## src/rtl/wb_unit.sv

```systemverilog
// Write-back stage: arbitrates single-cycle ALU results against buffered late
// load returns onto the register file's single write port, with WAW kill and forwarding.
module wb_unit #(
  parameter int DEPTH = 2,
  parameter int AW    = 1
) (
  input  logic        i_clk,
  input  logic        i_rst_n,
  input  logic        i_alu_valid,
  input  logic [4:0]  i_alu_rd,
  input  logic [31:0] i_alu_data,
  output logic        o_alu_stall,
  input  logic        i_ld_valid,
  input  logic [4:0]  i_ld_rd,
  input  logic [31:0] i_ld_data,
  output logic        o_ld_ready,
  output logic [4:0]  o_regW,
  output logic        o_we,
  output logic [31:0] o_BusW,
  input  logic [4:0]  i_fwdA_reg,
  input  logic [4:0]  i_fwdB_reg,
  output logic        o_fwdA_hit,
  output logic [31:0] o_fwdA_data,
  output logic        o_fwdA_pend,
  output logic        o_fwdB_hit,
  output logic [31:0] o_fwdB_data,
  output logic        o_fwdB_pend
);

  localparam logic [AW:0] FULL_CNT = (AW+1)'(DEPTH);

  logic [DEPTH-1:0]       vld_q, vld_d;
  logic [DEPTH-1:0][4:0]  rd_q, rd_d;
  logic [DEPTH-1:0][31:0] data_q, data_d;
  logic [AW-1:0]          wr_ptr_q, wr_ptr_d, rd_ptr_q, rd_ptr_d;
  logic [AW:0]            cnt_q, cnt_d;
  logic                   we_q, we_d;
  logic [4:0]             regw_q, regw_d;
  logic [31:0]            busw_q, busw_d;

  logic head_vld, full, alu_acc, push, pop, pop_wr;

  always_comb begin
    full        = (cnt_q == FULL_CNT);
    head_vld    = (|cnt_q) && vld_q[rd_ptr_q];
    o_ld_ready  = (cnt_q < FULL_CNT);
    o_alu_stall = full && head_vld;
    alu_acc     = i_alu_valid && !o_alu_stall;
    push        = i_ld_valid && o_ld_ready;
    pop_wr      = head_vld && !alu_acc;
    // Killed heads leave without consuming the write port.
    pop         = (|cnt_q) && (!vld_q[rd_ptr_q] || !alu_acc);
  end

  always_comb begin
    vld_d    = vld_q;
    rd_d     = rd_q;
    data_d   = data_q;
    wr_ptr_d = wr_ptr_q;
    rd_ptr_d = rd_ptr_q;
    if (push) begin
      vld_d[wr_ptr_q]  = 1'b1;
      rd_d[wr_ptr_q]   = i_ld_rd;
      data_d[wr_ptr_q] = i_ld_data;
      wr_ptr_d         = wr_ptr_q + 1'b1;
    end
    if (pop) begin
      vld_d[rd_ptr_q] = 1'b0;
      rd_ptr_d        = rd_ptr_q + 1'b1;
    end
    // Younger ALU write supersedes any older buffered load, including one landing now.
    if (alu_acc && (|i_alu_rd)) begin
      for (int e = 0; e < DEPTH; e++)
        if (rd_d[e] == i_alu_rd) vld_d[e] = 1'b0;
    end
    cnt_d = cnt_q + (AW+1)'(push) - (AW+1)'(pop);
  end

  always_comb begin
    we_d   = 1'b0;
    regw_d = regw_q;
    busw_d = busw_q;
    if (alu_acc) begin
      regw_d = i_alu_rd;
      busw_d = i_alu_data;
      we_d   = |i_alu_rd;
    end else if (pop_wr) begin
      regw_d = rd_q[rd_ptr_q];
      busw_d = data_q[rd_ptr_q];
      we_d   = |rd_q[rd_ptr_q];
    end
  end

  always_ff @(posedge i_clk or negedge i_rst_n) begin
    if (!i_rst_n) begin
      vld_q    <= '0;
      rd_q     <= '0;
      data_q   <= '0;
      wr_ptr_q <= '0;
      rd_ptr_q <= '0;
      cnt_q    <= '0;
      we_q     <= 1'b0;
      regw_q   <= '0;
      busw_q   <= '0;
    end else begin
      vld_q    <= vld_d;
      rd_q     <= rd_d;
      data_q   <= data_d;
      wr_ptr_q <= wr_ptr_d;
      rd_ptr_q <= rd_ptr_d;
      cnt_q    <= cnt_d;
      we_q     <= we_d;
      regw_q   <= regw_d;
      busw_q   <= busw_d;
    end
  end

  assign o_we   = we_q;
  assign o_regW = regw_q;
  assign o_BusW = busw_q;

  always_comb begin
    o_fwdA_hit  = we_q && (regw_q == i_fwdA_reg) && (|i_fwdA_reg);
    o_fwdB_hit  = we_q && (regw_q == i_fwdB_reg) && (|i_fwdB_reg);
    o_fwdA_data = o_fwdA_hit ? busw_q : 32'h0;
    o_fwdB_data = o_fwdB_hit ? busw_q : 32'h0;
    o_fwdA_pend = 1'b0;
    o_fwdB_pend = 1'b0;
    for (int e = 0; e < DEPTH; e++) begin
      if (vld_q[e] && (rd_q[e] == i_fwdA_reg) && (|i_fwdA_reg)) o_fwdA_pend = 1'b1;
      if (vld_q[e] && (rd_q[e] == i_fwdB_reg) && (|i_fwdB_reg)) o_fwdB_pend = 1'b1;
    end
  end

endmodule

```

## config.mk

```make
export PLATFORM = sky130hd
export DESIGN_NAME = wb_unit
export DESIGN_NICKNAME = d
export VERILOG_FILES = /design/src/rtl/wb_unit.sv
export SDC_FILE = /design/constraint.sdc
export NUM_CORES = 1
export LEC_CHECK = 0
export BUFFER_PORTS_ARGS = -buffer_cell sky130_fd_sc_hd__buf_4
export CAP_MARGIN = 5
export CORE_ASPECT_RATIO = 1.5
export CORE_MARGIN = 8
export CORE_UTILIZATION = 48
export CTS_BUF_LIST = sky130_fd_sc_hd__clkbuf_8
export DETAILED_ROUTE_END_ITERATION = 12
export GPL_ROUTABILITY_DRIVEN = 0
export GPL_TIMING_DRIVEN = 0
export PLACE_DENSITY_LB_ADDON = 0.1
export SKIP_CTS_REPAIR_TIMING = 1
export SLEW_MARGIN = 20
export SYNTH_ARGS = -nofsm -noshare
export SYNTH_HDL_FRONTEND = slang
export SYNTH_SLANG_ARGS = --single-unit
```

## constraint.sdc

```tcl
create_clock -name i_clk -period 1.8 [get_ports i_clk]
set_input_delay 0.36 -clock i_clk [delete_from_list [all_inputs] [get_ports i_clk]]
set_output_delay 0.36 -clock i_clk [all_outputs]
set_load 0.05 [all_outputs]
```

==> out/results.ini <==
[run_status]
status=finished with violations
violations=negative setup slack

[sta]
setup_ws_ns=-0.6052
period_needed_ns=2.405
final_hold_viol_count=0
max_freq_mhz=415.8
final_max_slew_viol_count=0
worst_pin_slew_ns=0.4136
fin_skew_ns=0.01397
post-route-period-util_pct=133.6
rsz0062_at_grt=true
finalSetupViolCount=69
slew_headroom_pct=72.43

[synth]
ys.flop_type=dfrtp_1
synth.avg_cell_area_um2=9.147
syn_inst=679
synthTopCellsByArea=dfrtp_1, nand2_1, mux2_2
yosysTopAreaCellShare_pct=47.54
async_flop_share_pct=100.0
netlist.top_cell.by_area=dfrtp_1
synthDistinctLibCells=36
synth_area_um2=6211
yosysWarnings=0
syn_nets=768
ys_ff_latch=118
yosysSeqAreaShare_pct=47.54
synth_enable_flop_cells=0

[grt]
grt_max_degree=80
grt_pass1_vias=6147
grt_util_all_layers_pct=23.68
overflow=0
grt_antenna_before_repair=0
grt_pass1_wl_um=31310

[critical_path]
crit_type=flop to output port
crit_fanout=10
required_ns=1.44
end_kind=output port
worst_ep_arrival_time_ns=2.05
r2r_slack_ns=-0.10
start_kind=flop

[drt]
vias=5870
antenna_left=0
wl_per_cell_um=19.31
via_per_inst=5.415
finalWirelength_um=20930
remaining_drc_errors=0
first_pass_iters=4
drtIter0Drc=239

[clock_network]
cts-root-buf=clkbuf_8
clk-insertion-delay-late_ns=0.44
path_clk_slew_ns=0.08
cts_buffer_depth=2
cts-buffers-inserted=17
htree_levels=4
cts_tree=yes
cts_sinks=118

[floorplan]
rows=51
ios=196
start_util_pct=48.42
die-area_um2=16910
die_height_um=155.3
core_area_um2=12830
die_w_um=108.9

[place]
hpwl_um=15210
io_buffers=194
place_ws_ns=-0.6176

[final_layout]
layout_common_cells=nand2_1, buf_4, dfrtp_1
final_core_util_pct=74.09
area_growth_pct=53.00
nets=1001
final_common_cell=nand2_1
drive_above_1_share_pct=46.05
diodes=0
seqCellArea_um2=2967
num-fill-cells=921
multi_input_area_um2=3372

[pwr]
ir_drop_mv=0.9014
p_leak_uw=0.004628
p_per_area_nw_per_um2=1630

[hold_path]
hold_class=primary input to flop

[flow_run]
maxCapViolations=0

## worst paths after layout
check	from	end	cells after the start
worst max-delay path	o_regW[0]	o_fwdA_data[9]	7
worst min-delay path	i_ld_data[7]	data_q[39]	3
worst max register to register	rd_ptr_q	vld_q[1]	7
worst min register to register	data_q[39]	data_q[39]	2
max in group asynchronous	i_rst_n	o_regW[4]	3
min in group asynchronous	i_rst_n	wr_ptr_q	2
## critical path, cell delays in order, from the launching register on
cell and delay [ns]:
dfrtp_2 0.45, xnor2_1 0.16, nand2_1 0.13, nor3_4 0.26, buf_12 0.16, buf_12 0.14
and2_4 0.16, buf_8 0.14
## power by group
group | total [uW] | switching, uW | internal [uW]
Sequential | 5230 | 1240 | 3990
Combinational | 7950 | 4650 | 3300
Clock | 2320 | 1110 | 1210
## metrics by stage
step | setup TNS, ns | instances | hold slack [ns] | area, um2 | power, uW
2_1_floorplan | -5.435 | 679 | 0.06441 | 6442 | 10060
3_3_place_gp | -55.85 | 1032 | 0.4567 | 8098 | 12100
3_5_place_dp | -59.78 | 1033 | 0.2964 | 8129 | 12380
4_1_cts | -79.54 | 1065 | -0.1752 | 8504 | 14720
5_1_grt | -43.04 | 1084 | 0.1097 | 9503 | 16370
6_report | -37.76 | 1084 | 0.1173 | 9503 | 15490
## state kept, by name, summed over array words and instances (netlist names)
register / cells
wr_ptr_q: 1
rd_q: 10
o_BusW: 32
rd_ptr_q: 1
cnt_q: 2
o_regW: 5
data_q: 64
vld_q: 2
o_we: 1
## logic make-up (layout without fill, tap and decap cells)
logic type      count (synthesis)  count (layout)  synth area share [%]
simple gates                  295             295                 21.35
buf+inv                        49             295                 3.183
mux                            80              80                 13.78
fa+ha+maj                       1               1                0.2014
xor+xnor                       39              39                 5.500
compound gates                 97              97                 8.441
flops                         118             118                 47.54
## cell usage after synthesis (all sizes together), types with 8 or more instances
cell type / number
xnor2: 21
xor2: 18
buf: 15
clkbuf: 28
nor2: 8
mux2i: 39
o21ai: 79
mux2: 41
nand2: 194
nand3: 10
and2: 64
dfrtp: 118
## final cells by class
class                   count  area share, %
repair buffers            214          22.83
flip-flops and latches    118          31.22
inverters                   6         0.2370
plain buffers              43          4.187
well taps                 159          2.093
clock inverters            15          1.488
multi-input cells         512          35.48
clock buffers              17          2.462
## layer usage
metal  GRT usage [%]  share of wire [%]  vias up
met4           11.66                3.8        0
met1           26.04                 37     2887
li1                -                  -     2709
met3           6.004                6.3       50
met2           40.88                 53      224
met5               0                  0        -
(Power assumes the default switching activity.)
